`config.mk`:
```
export PLATFORM = sky130hd
export DESIGN_NAME = trace_host_reader
export DESIGN_NICKNAME = d
export VERILOG_FILES = /design/src/rtl/dtb_pkg.sv /design/src/rtl/trace_host_reader_rv_output_reg.sv /design/src/rtl/trace_host_reader.sv
export SDC_FILE = /design/constraint.sdc
export NUM_CORES = 1
export LEC_CHECK = 0
export ABC_AREA = 1
export BUFFER_PORTS_ARGS = -buffer_cell sky130_fd_sc_hd__buf_2
export CAP_MARGIN = 20
export CORE_MARGIN = 2
export CORE_UTILIZATION = 51
export CTS_CLUSTER_DIAMETER = 200
export DETAILED_ROUTE_END_ITERATION = 16
export PLACE_DENSITY = 0.91
export SYNTH_ARGS = -nofsm -noshare
export SYNTH_HDL_FRONTEND = slang
export SYNTH_HIERARCHICAL = 1
export SYNTH_SLANG_ARGS = --single-unit
```
`constraint.sdc`:
```
create_clock -name CLK_I -period 2.1 [get_ports CLK_I]
set_clock_uncertainty 0.15 [all_clocks]
set_input_delay 0.21 -clock CLK_I [delete_from_list [all_inputs] [get_ports CLK_I]]
set_output_delay 0.21 -clock CLK_I [all_outputs]
set_load 0.005 [all_outputs]
```
`src/rtl/dtb_pkg.sv`:
```
// Shared trace-buffer types: control/status words, readout width and the host reader FSM states.
package dtb_pkg;

    localparam int TRB_WIDTH      = 32;
    localparam int STATUS_TRG_BIT = 0;

    typedef struct packed {
        logic [3:0]  opcode;
        logic [11:0] arg;
    } control_t;

    typedef logic [7:0] status_t;

    typedef enum logic [2:0] {
        IDLE      = 3'd0,
        SEND_CTRL = 3'd1,
        WAIT_TRIG = 3'd2,
        READ      = 3'd3,
        DRAIN     = 3'd4,
        DONE      = 3'd5
    } state_t;

    function automatic logic status_is_trig(input status_t s);
        return s[STATUS_TRG_BIT];
    endfunction

endpackage

```
`src/rtl/trace_host_reader_rv_output_reg.sv`:
```
// One-entry full-throughput ready/valid register slice; accepts a new word whenever empty or draining.
module rv_output_reg #(
    parameter int WIDTH = 32
) (
    input  logic             clk,
    input  logic             rst,
    input  logic             flush,
    input  logic             in_valid,
    output logic             in_ready,
    input  logic [WIDTH-1:0] in_data,
    output logic             out_valid,
    input  logic             out_ready,
    output logic [WIDTH-1:0] out_data
);

    logic             valid_r;
    logic [WIDTH-1:0] data_r;
    logic             load_s;

    assign in_ready  = !valid_r || out_ready;
    assign load_s    = in_valid && in_ready;
    assign out_valid = valid_r;
    assign out_data  = data_r;

    // Slot occupancy and payload; a reload in the same cycle as the pop keeps the slot full.
    always_ff @(posedge clk) begin
        if (rst) begin
            valid_r <= 1'b0;
            data_r  <= '0;
        end else if (flush) begin
            valid_r <= 1'b0;
        end else if (load_s) begin
            valid_r <= 1'b1;
            data_r  <= in_data;
        end else if (out_ready) begin
            valid_r <= 1'b0;
        end
    end

endmodule

```
`src/rtl/trace_host_reader.sv`:
```
// Host-side reader: sends one control word, optionally waits for a trigger status, then streams
// a fixed number of trace-buffer words to the output with no bubbles.
module trace_host_reader
    import dtb_pkg::*;
#(
    parameter int COUNT_W = 16
) (
    input  logic                         CLK_I,
    input  logic                         RST_I,
    input  logic                         CMD_VALID_I,
    output logic                         CMD_READY_O,
    input  logic [$bits(control_t)-1:0]  CMD_CONTROL_I,
    input  logic [COUNT_W-1:0]           CMD_COUNT_I,
    input  logic                         CMD_WAIT_TRIG_I,
    output logic                         CONTROL_VALID_O,
    input  logic                         CONTROL_READY_I,
    output logic [$bits(control_t)-1:0]  CONTROL_O,
    input  logic                         STATUS_VALID_I,
    output logic                         STATUS_READY_O,
    input  logic [$bits(status_t)-1:0]   STATUS_I,
    input  logic                         DATA_VALID_I,
    output logic                         DATA_READY_O,
    input  logic [TRB_WIDTH-1:0]         DATA_I,
    output logic                         OUT_VALID_O,
    input  logic                         OUT_READY_I,
    output logic [TRB_WIDTH-1:0]         OUT_DATA_O,
    input  logic                         ABORT_I,
    output logic                         BUSY_O,
    output logic                         DONE_O,
    output logic [$bits(status_t)-1:0]   LAST_STATUS_O
);

    state_t               state_r;
    state_t               state_next_s;
    control_t             ctrl_r;
    logic [COUNT_W-1:0]   count_r;
    logic                 wait_r;
    status_t              last_status_r;

    logic                 abort_s;
    logic                 cmd_acc_s;
    logic                 ctrl_acc_s;
    logic                 status_acc_s;
    logic                 data_acc_s;
    logic                 read_en_s;
    logic                 reg_in_ready_s;
    logic                 reg_valid_s;
    logic [TRB_WIDTH-1:0] reg_data_s;
    logic                 count_zero_s;

    // All handshake outputs are gated by reset so they read zero even before the first reset edge.
    assign abort_s         = ABORT_I && (state_r != IDLE);
    assign read_en_s       = (state_r == READ) && !ABORT_I && !RST_I;
    assign CMD_READY_O     = (state_r == IDLE) && !RST_I;
    assign CONTROL_VALID_O = (state_r == SEND_CTRL) && !ABORT_I && !RST_I;
    assign STATUS_READY_O  = !RST_I;
    assign DATA_READY_O    = read_en_s && reg_in_ready_s;
    assign BUSY_O          = (state_r != IDLE) && !RST_I;
    assign DONE_O          = (state_r == DONE) && !RST_I;
    assign OUT_VALID_O     = reg_valid_s && !RST_I;
    assign OUT_DATA_O      = RST_I ? '0 : reg_data_s;
    assign CONTROL_O       = RST_I ? '0 : ctrl_r;
    assign LAST_STATUS_O   = RST_I ? '0 : last_status_r;

    assign cmd_acc_s    = CMD_VALID_I && CMD_READY_O;
    assign ctrl_acc_s   = CONTROL_VALID_O && CONTROL_READY_I;
    assign status_acc_s = STATUS_VALID_I && STATUS_READY_O;
    assign data_acc_s   = DATA_VALID_I && DATA_READY_O;
    assign count_zero_s = (count_r == '0);

    // FSM state register.
    always_ff @(posedge CLK_I) begin
        if (RST_I) begin
            state_r <= IDLE;
        end else begin
            state_r <= state_next_s;
        end
    end

    // Job context: latched command, remaining word count and the most recent status word.
    always_ff @(posedge CLK_I) begin
        if (RST_I) begin
            ctrl_r        <= '0;
            count_r       <= '0;
            wait_r        <= 1'b0;
            last_status_r <= '0;
        end else begin
            if (status_acc_s) begin
                last_status_r <= status_t'(STATUS_I);
            end
            if (cmd_acc_s) begin
                ctrl_r  <= control_t'(CMD_CONTROL_I);
                count_r <= CMD_COUNT_I;
                wait_r  <= CMD_WAIT_TRIG_I;
            end else if (data_acc_s) begin
                count_r <= count_r - COUNT_W'(1);
            end
        end
    end

    // Next-state logic; abort overrides every other event in a busy state.
    always_comb begin
        state_next_s = state_r;
        if (abort_s) begin
            state_next_s = IDLE;
        end else begin
            case (state_r)
                IDLE: begin
                    if (cmd_acc_s) state_next_s = SEND_CTRL;
                    else           state_next_s = IDLE;
                end
                SEND_CTRL: begin
                    if (!ctrl_acc_s)  state_next_s = SEND_CTRL;
                    else if (wait_r)  state_next_s = WAIT_TRIG;
                    else if (!count_zero_s) state_next_s = READ;
                    else              state_next_s = DONE;
                end
                WAIT_TRIG: begin
                    if (!(status_acc_s && status_is_trig(status_t'(STATUS_I)))) state_next_s = WAIT_TRIG;
                    else if (!count_zero_s) state_next_s = READ;
                    else                    state_next_s = DONE;
                end
                READ: begin
                    if (data_acc_s && (count_r == COUNT_W'(1))) state_next_s = DRAIN;
                    else                                         state_next_s = READ;
                end
                DRAIN: begin
                    if (!reg_valid_s) state_next_s = DONE;
                    else              state_next_s = DRAIN;
                end
                DONE:    state_next_s = IDLE;
                default: state_next_s = IDLE;
            endcase
        end
    end

    rv_output_reg #(
        .WIDTH(TRB_WIDTH)
    ) u_out_reg (
        .clk      (CLK_I),
        .rst      (RST_I),
        .flush    (abort_s),
        .in_valid (DATA_VALID_I && read_en_s),
        .in_ready (reg_in_ready_s),
        .in_data  (DATA_I),
        .out_valid(reg_valid_s),
        .out_ready(OUT_READY_I),
        .out_data (reg_data_s)
    );

endmodule

```
After elaboration in Yosys (flattened, before gate mapping)
Cells that the tools add are included.
{ "word_totals": {"elab_cells": 60, "regBits": 77, "input_bits": 81} }
{ "op_classes": {"n_mux": 15, "add_sub_neg": 1, "bitwise_logic": 1, "n_eq_ne": 6, "reduce_logical": 29} }
{ "ops": {"columns": ["op", "n"], "rows": [
  ["$mux 16", 3],
  ["$mux 32", 1],
  ["$logic_and 1x1->1", 18],
  ["$eq 16x1->1 const B", 1],
  ["$logic_not 16->1", 1],
  ["$sub 16x1->16 const B", 1],
  ["$mux 3", 5],
  ["$pmux 3 s5", 1],
  ["$mux 8", 1],
  ["$eq 3x2->1 const B", 2],
  ["$eq 3x3->1 const B", 2],
  ["$mux 1", 4],
  ["$reduce_bool 2->1", 2],
  ["$eq 3x1->1 const B", 1],
  ["$logic_not 1->1", 3],
  ["$logic_not 3->1", 1],
  ["$reduce_bool 3->1", 1],
  ["$reduce_and 2->1", 1],
  ["$reduce_or 2->1", 1],
  ["$logic_or 1x1->1", 1],
  ["$not 1->1", 1]
]} }

Logic depth before layout (Yosys ltp)
Gate-level depths: netlist of run 1.
{ "logic_depth": {"word_depth": 8, "depth_mapped": 10} }

By module
Netlist of run 1, hierarchy kept.
{ "modules_own_cells": {"columns": ["mod", "instances", "cells_per_inst", "area_each_um2"], "rows": [
  ["trace_host_reader", 1, 466, 2834.0],
  ["rv_output_reg", 1, 216, 1526.5]
]} }

Least setup slack after synthesis of run 1
Ideal clock, no wire load.
{ "synth_path": {"kind": "register -> register", "startpoint": "register state_r[1]", "endpoint": "register u_out_reg.data_r[0], in the netlist u_out_reg/out_data[0]", "required_ns": 1.835, "stages_incl_launch_ff": 10, "arrival_time_ns": 1.350, "slack_ns": 0.485, "path_cell_list": "dfxtp_1 -> nor2_2 -> inv_1 -> nor2_1 -> nor2_1 -> nor2_8 -> buf_6 -> nand3_1 -> nand2_1 -> nor2_1"} }
{ "synth_lines": {"columns": ["item", "line_no", "text"], "rows": [
  ["start: declaration", "trace_host_reader.sv:33", "state_t state_r;"],
  ["start signal: assignment", "trace_host_reader.sv:76", "state_r <= state_next_s;"],
  ["$reduce_bool 3->1", "trace_host_reader.sv:52", "assign abort_s = ABORT_I && (state_r != IDLE);"],
  ["$logic_and 1x1->1", "trace_host_reader.sv:52", null],
  ["named net abort_s", "trace_host_reader.sv:40", "logic abort_s;"],
  ["$not 1->1 (no source line)", null, null],
  ["$reduce_and 2->1 (no source line)", null, null],
  ["end signal: assignment", "trace_host_reader_rv_output_reg.sv:34", "data_r <= in_data;"],
  ["end: declaration", "trace_host_reader_rv_output_reg.sv:17", "logic [WIDTH-1:0] data_r;"]
]} }
The timed path passes the listed nets, and every way through them passes these cells.
A chain may end at the register's enable or synchronous reset.

Worst setup path after layout of run 1
{ "layout_path": {"startpoint": "register state_r[1]", "endpoint": "register u_out_reg.data_r[18], in the netlist u_out_reg/out_data[18]"} }
{ "layout_via": {"elab_chain_len": 6} }
{ "layout_rtl": {"columns": ["item", "line_no", "text"], "rows": [
  ["$eq 3x2->1", "trace_host_reader.sv:53", "assign read_en_s = (state_r == READ) && !ABORT_I && !RST_I;"],
  ["$logic_and 1x1->1 (2 in series)", "trace_host_reader.sv:53", null],
  ["$logic_and 1x1->1", "trace_host_reader.sv:143", ".in_valid (DATA_VALID_I && read_en_s),"],
  ["$logic_and 1x1->1", "trace_host_reader_rv_output_reg.sv:21", "assign load_s = in_valid && in_ready;"],
  ["$reduce_and 2->1 (no source line) (*)", null, null]
]} }
Every way passes the cells marked *; elsewhere a longest branch is shown, timed or not.

==> flow_metrics.env, run 1 <==
export IMPL_grt_antenna_before_repair=0
export IMPL_globalRouteTotalUtil_pct=23.75
export IMPL_port_buffer_count=143
export IMPL_timing_max_cap_violations=0
export IMPL_final_instance_count_excl_fill=942
export IMPL_grt_setup_unrepaired="no"
export IMPL_die_height_um=96.47
export IMPL_synthesis_yosys_warnings=6
export IMPL_critPathKind="flip-flop to flip-flop"
export IMPL_synth_to_final_area_change_pct=25.45
export IMPL_share_seq_of_total_power_pct=46.0
export IMPL_dominantRegCellSynth="sky130_fd_sc_hd__dfxtp_1"
export IMPL_tritoncts_num_buffers=9
export IMPL_initial_utilization_pct=52.80
export IMPL_final_max_slew_viol_count=0
export IMPL_post_route_cells_drive_above_1_share_pct=22.82
export IMPL_finalInstanceArea_um2=5470
export IMPL_period_minus_slack_ns=1.924
export IMPL_setup_violations_final=0
export IMPL_power_combinational_fraction_pct=20.7
export IMPL_power_share_clock_pct=33.3
export IMPL_worstPathArrival_ns=2.02
export IMPL_clock_root_buffer="sky130_fd_sc_hd__clkbuf_8"
export IMPL_place_gp_congestion=0.8925
export IMPL_pwr_density_cell_nw_per_um2=622.4
export IMPL_design_final_nets=917
export IMPL_core_area_um2=8258
export IMPL_dp_hpwl_um=7353
export IMPL_dieWidth_um=96.47
export IMPL_netlist_top_cells_count="sky130_fd_sc_hd__nor2_1 (132), sky130_fd_sc_hd__inv_1 (121), sky130_fd_sc_hd__nand2_1 (98), sky130_fd_sc_hd__dfxtp_1 (77), sky130_fd_sc_hd__a21oi_1 (72)"
export IMPL_outcome="finished, final reports clean"
export IMPL_p_int_uw=2367
export IMPL_fillCellCount=735
export IMPL_post_route_period_util_pct=91.61
export IMPL_postCtsHoldBufs=27
export IMPL_power_uw=3405
export IMPL_post_dp_cell_area_um2=5005
export IMPL_grt_start_max_net_pins=65
export IMPL_drt_drc_violations_left=0
export IMPL_portion_of_the_post_synthesis_area_used_by_sequential_elements_pct=35.35
export IMPL_grt_overflow=0
export IMPL_yosysMostFrequentCell="sky130_fd_sc_hd__nor2_1"
export IMPL_ports=144
export IMPL_via_count_of_the_first_global_routing_pass=3978
export IMPL_rows=33
export IMPL_critical_path_max_fanout=64
export IMPL_synth_edf_count=0
export IMPL_drt_iter0_markers=313
export IMPL_setup_worst_path_start_class="flip-flop"
export IMPL_power_leakage_uw=0.002743
export IMPL_tightestPinTransition_ns=0.6032
export IMPL_average_instance_area_after_synthesis_um2=6.394
export IMPL_cts_htree_levels=3
export IMPL_clkLatencyLatePin_ns=0.36
export IMPL_vdd_drop_max_v=0.0003302
export IMPL_mappedNetlistNets=766
export IMPL_routed_vias_inst=4.939
export IMPL_synth_top_cells_by_area="sky130_fd_sc_hd__dfxtp_1 (35%), sky130_fd_sc_hd__nor2_1 (11%), sky130_fd_sc_hd__inv_1 (10%)"
export IMPL_fmax_mhz=519.8
export IMPL_cts_repair_resized=0
export IMPL_synthArstFlopShare_pct=0
export IMPL_route_vias_total=4653
export IMPL_syn_instance_count=682
export IMPL_tritoncts_clock_tree="done"
export IMPL_required_ns=2.20
export IMPL_clock_sink_count=77
export IMPL_syn_area_um2=4360
export IMPL_setup_tns_ns=0
export IMPL_ys_ff_latch=77
export IMPL_synthDominantAreaCellType="sky130_fd_sc_hd__dfxtp_1"
export IMPL_antenna_violating_nets_post_route=0
export IMPL_worst_setup_path_end_kind="flip-flop"
export IMPL_relSlewSlack_pct=59.78
export IMPL_detailedRoute_firstPassIterationCount=5
export IMPL_switching_portion_of_total_power_pct=30.48
export IMPL_switching_pwr_uw=1038
export IMPL_route_detailed_wl_per_inst_um=11.88
export IMPL_cts_max_path_buffers=2
export IMPL_total_inserted_antenna_cells=0
export IMPL_dp_cells=900
export IMPL_synth_lib_cells_used_distinct=32
export IMPL_grt_first_pass_wirelength_um=17390
export IMPL_post_route_util_pct=66.24
export IMPL_postCtsSetupRepairBufs=0
export IMPL_timing_final_hold_violations=0
export IMPL_holdCritPathClass="input port to flip-flop"
export IMPL_design_die_area_um2=9306
export IMPL_synth_top_area_share_pct=35.35
export IMPL_clkTransAtPathRegs_ns=0.09
export IMPL_wl_um=11190
state kept, by name, indices dropped and copies added (netlist names):
register,flops
count_r,16
ctrl_r,16
last_status_r,8
state_r,3
u_out_reg/out_data,32
u_out_reg/out_valid,1
wait_r,1
cells by family after synthesis:
logic type               Yosys count  share of synthesized area, %
AO/OA/AOI/OAI                    116                         13.89
XOR/XNOR                           4                        0.8036
adder cells (fa/ha/maj)            3                        0.8609
buffers and inverters            166                         17.53
flip-flops                        77                         35.35
AND/OR/NAND/NOR                  316                         31.56
power groups by stage:
stage	Combinational, uW	Clock [uW]	Sequential, uW
after CTS	697	1150	1570
after global routing	807	1210	1570
after global placement	644	0	1600
after floorplan	482	0	1590
final	703	1130	1570
after detailed placement	654	0	1600
metal layers:
metal	global-route usage, %	part of all wire, %	up-vias	wire (um)
met3	6.051	7.0	27	779
li1	-	-	2398	-
met5	0	0	-	0
met4	10.09	2.7	0	298
met1	28.51	41	2058	4592
met2	40.28	49	170	5522
path summary, 6_finish.rpt:
check / cells after the start / slack (ns) / startpoint / endpoint
hold reg to reg: 2 / 0.30 / ctrl_r[6]$_SDFFE_PP0P_ / ctrl_r[6]$_SDFFE_PP0P_
setup / recovery: 10 / 0.18 / state_r[1]$_SDFF_PP0_ / u_out_reg/out_data[18]$_SDFFE_PP0P_
hold / removal: 5 / 0.005 / DATA_I[8] / u_out_reg/out_data[8]$_SDFFE_PP0P_
setup reg to reg: 10 / 0.18 / state_r[1]$_SDFF_PP0_ / u_out_reg/out_data[18]$_SDFFE_PP0P_
critical path, cell delays in order, from the launching register on:
cell,delay (ns)
sky130_fd_sc_hd__dfxtp_1,0.44
sky130_fd_sc_hd__nand2_2,0.09
sky130_fd_sc_hd__nor2_4,0.15
sky130_fd_sc_hd__nand2_1,0.10
sky130_fd_sc_hd__nor2_1,0.18
sky130_fd_sc_hd__inv_2,0.09
sky130_fd_sc_hd__nor2_8,0.09
sky130_fd_sc_hd__buf_12,0.25
sky130_fd_sc_hd__nand3_1,0.11
sky130_fd_sc_hd__nand2_1,0.11
sky130_fd_sc_hd__nor2_1,0.05
cell usage in the layout, fill, tap and decap left out, types with 3 or more instances in the layout:
cell type,netlist,layout
sky130_fd_sc_hd__ha_1,3,3
sky130_fd_sc_hd__dlygate4sd3_1,0,27
sky130_fd_sc_hd__xor2_1,3,3
sky130_fd_sc_hd__inv_1,121,121
sky130_fd_sc_hd__nand3_1,66,66
sky130_fd_sc_hd__buf_2,3,143
sky130_fd_sc_hd__nand2_1,98,97
sky130_fd_sc_hd__nor2_4,3,3
sky130_fd_sc_hd__dfxtp_1,77,77
sky130_fd_sc_hd__o21ai_0,36,36
sky130_fd_sc_hd__nor2_2,5,5
sky130_fd_sc_hd__clkbuf_8,0,9
sky130_fd_sc_hd__a21oi_1,72,72
sky130_fd_sc_hd__nand2_2,2,3
sky130_fd_sc_hd__buf_4,6,8
sky130_fd_sc_hd__inv_2,5,5
sky130_fd_sc_hd__nor2_1,132,132
stage by stage:
step                      hold WS (ns)  setup WS (ns)
after floorplan                 0.1368         0.4852
after global placement          0.2868         0.3651
after detailed placement        0.2922         0.2259
after CTS                     0.001970         0.1911
after global routing           0.01813        0.04681
final                         0.004712         0.1761
final cells by class:
class | count | area, um^2 | area share, %
inverter | 127 | 479.2 | 8.760
clock buffer | 9 | 123.9 | 2.264
tap | 105 | 131.4 | 2.402
multi-input combinational | 439 | 2057 | 37.60
timing repair buffer | 179 | 1066 | 19.49
sequential | 77 | 1541 | 28.18
clock inverter | 6 | 71.32 | 1.304
No activity file was read; power rests on OpenSTA's default activity.
==> inputs of run 2 (changes only) <==
CORE_UTILIZATION = 50   (was 51)
PLACE_DENSITY = 0.9   (was 0.91)
==> run 2 against run 1 <==
Against the previous run: total power grew 4.0%; critical path depth is 5 lower; routed wire length decreased by 7.9%; clock-buffer cell count increased by 1; register-to-register slack improved by 0.08 ns; largest power group unchanged; sequential share of layout area up 0.52 points; critical path type is now flip-flop to output port; clock power grew 15%.
==> flow_metrics.env, run 2 (same netlist as run 1, synthesis figures left out) <==
export IMPL_fmax_mhz=538.9
export IMPL_fillCellCount=810
export IMPL_detailedRoute_firstPassIterationCount=5
export IMPL_cts_repair_resized=0
export IMPL_initial_utilization_pct=50.74
export IMPL_place_gp_congestion=0.8623
export IMPL_tritoncts_num_buffers=9
export IMPL_timing_max_cap_violations=0
export IMPL_worstPathArrival_ns=1.50
export IMPL_cts_htree_levels=3
export IMPL_setup_tns_ns=0
export IMPL_p_int_uw=2578
export IMPL_post_route_worst_setup_slack_ns=0.2443
export IMPL_pwr_density_cell_nw_per_um2=659.4
export IMPL_power_share_clock_pct=36.6
export IMPL_clock_root_buffer="sky130_fd_sc_hd__clkbuf_8"
export IMPL_wl_um=10310
export IMPL_drt_drc_violations_left=0
export IMPL_power_leakage_uw=0.002713
export IMPL_required_ns=1.74
export IMPL_clkLatencyLatePin_ns=0.33
export IMPL_period_minus_slack_ns=1.856
export IMPL_ports=144
export IMPL_largest_register_ff_count=32
export IMPL_cts_max_path_buffers=2
export IMPL_holdCritPathClass="input port to flip-flop"
export IMPL_design_die_area_um2=9484
export IMPL_layout_commonest_cell="sky130_fd_sc_hd__buf_2"
export IMPL_total_inserted_antenna_cells=0
export IMPL_setup_violations_final=0
export IMPL_clock_sink_count=77
export IMPL_final_max_slew_viol_count=0
export IMPL_synth_to_final_area_change_pct=23.19
export IMPL_timing_final_hold_violations=0
export IMPL_setup_worst_path_start_class="flip-flop"
export IMPL_share_seq_of_total_power_pct=44.2
export IMPL_rows=34
export IMPL_dpl_worst_slack_ns=0.2804
export IMPL_antenna_violating_nets_post_route=0
export IMPL_dieWidth_um=97.39
export IMPL_dp_hpwl_um=7411
export IMPL_critPathKind="flip-flop to output port"
export IMPL_postCtsHoldBufs=12
export IMPL_post_route_period_util_pct=88.37
export IMPL_vdd_drop_max_v=0.0003924
export IMPL_tritoncts_clock_tree="done"
export IMPL_die_height_um=97.39
export IMPL_grt_setup_unrepaired="no"
export IMPL_via_count_of_the_first_global_routing_pass=4073
export IMPL_grt_start_max_net_pins=65
export IMPL_switching_portion_of_total_power_pct=27.21
export IMPL_route_vias_total=4506
export IMPL_mostFrequentLayoutCells="sky130_fd_sc_hd__buf_2 (143), sky130_fd_sc_hd__nor2_1 (132), sky130_fd_sc_hd__inv_1 (121)"
export IMPL_worst_setup_path_end_kind="output port"
export IMPL_design_final_nets=904
export IMPL_outcome="finished, final reports clean"
export IMPL_route_detailed_wl_per_inst_um=11.06
export IMPL_relSlewSlack_pct=67.59
export IMPL_power_combinational_fraction_pct=19.2
export IMPL_switching_pwr_uw=963.8
export IMPL_routed_vias_inst=4.835
export IMPL_tightestPinTransition_ns=0.4862
export IMPL_post_route_cells_drive_above_1_share_pct=23.30
export IMPL_postCtsSetupRepairBufs=0
export IMPL_globalRouteTotalUtil_pct=21.55
export IMPL_critical_path_max_fanout=35
export IMPL_grt_overflow=0
export IMPL_drt_iter0_markers=199
export IMPL_grt_first_pass_wirelength_um=17240
export IMPL_port_buffer_count=143
export IMPL_clkTransAtPathRegs_ns=0.08
export IMPL_core_area_um2=8593
export IMPL_grt_antenna_before_repair=0
run 2: layout make-up:
type / instances / area, um^2 / area share (%)
multi-input combinational: 439 / 2057 / 38.29
clock buffer: 10 / 127.6 / 2.376
tap: 108 / 135.1 / 2.516
inverter: 127 / 479.2 / 8.922
sequential: 77 / 1541 / 28.70
clock inverter: 5 / 100.1 / 1.863
timing repair buffer: 166 / 930.9 / 17.33
run 2: final timing paths:
check                                         to  slack, ns  cells after the start                             start
min                      ctrl_r[15]$_SDFFE_PP0P_      0.007                      3                 CMD_CONTROL_I[15]
max                                 DATA_READY_O       0.24                      5  u_out_reg/out_valid$_SDFFE_PP0P_
max reg2reg  u_out_reg/out_data[14]$_SDFFE_PP0P_       0.26                     10             state_r[1]$_SDFF_PP0_
min reg2reg              ctrl_r[11]$_SDFFE_PP0P_       0.30                      2           ctrl_r[11]$_SDFFE_PP0P_
run 2: stage by stage:
step	power, uW	hold WS, ns	instances	instance area (um^2)	util (%)
2_1_floorplan	2070	0.1368	682	4360	-
3_3_place_gp	2245	0.2875	905	5024	58.46
3_5_place_dp	2260	0.2938	905	5024	58.46
4_1_cts	3571	0.0001780	932	5371	62.51
5_1_grt	3747	0.01063	932	5371	62.51
6_report	3542	0.006902	932	5371	62.51
run 2: power groups by stage:
stage | logic [uW] | clock network [uW] | registers (uW)
final | 681 | 1300 | 1570
after global routing | 787 | 1390 | 1570
after CTS | 681 | 1330 | 1560
after detailed placement | 661 | 0 | 1600
after global placement | 649 | 0 | 1600
after floorplan | 482 | 0 | 1590
run 2: critical path, cell delays in order, from the launching register on:
cell and delay (ns):
sky130_fd_sc_hd__dfxtp_1 0.33, sky130_fd_sc_hd__nand2_2 0.10, sky130_fd_sc_hd__buf_4 0.33, sky130_fd_sc_hd__inv_1 0.09, sky130_fd_sc_hd__nor2_1 0.17, sky130_fd_sc_hd__buf_2 0.15
run 2: metal layers:
metal | vias up | global-route usage (%) | wire [um]
li1 | 2369 | - | -
met1 | 1983 | 26.53 | 4496
met2 | 131 | 36.29 | 4847
met3 | 23 | 5.108 | 685
met4 | 0 | 8.654 | 276
met5 | - | 0 | 0
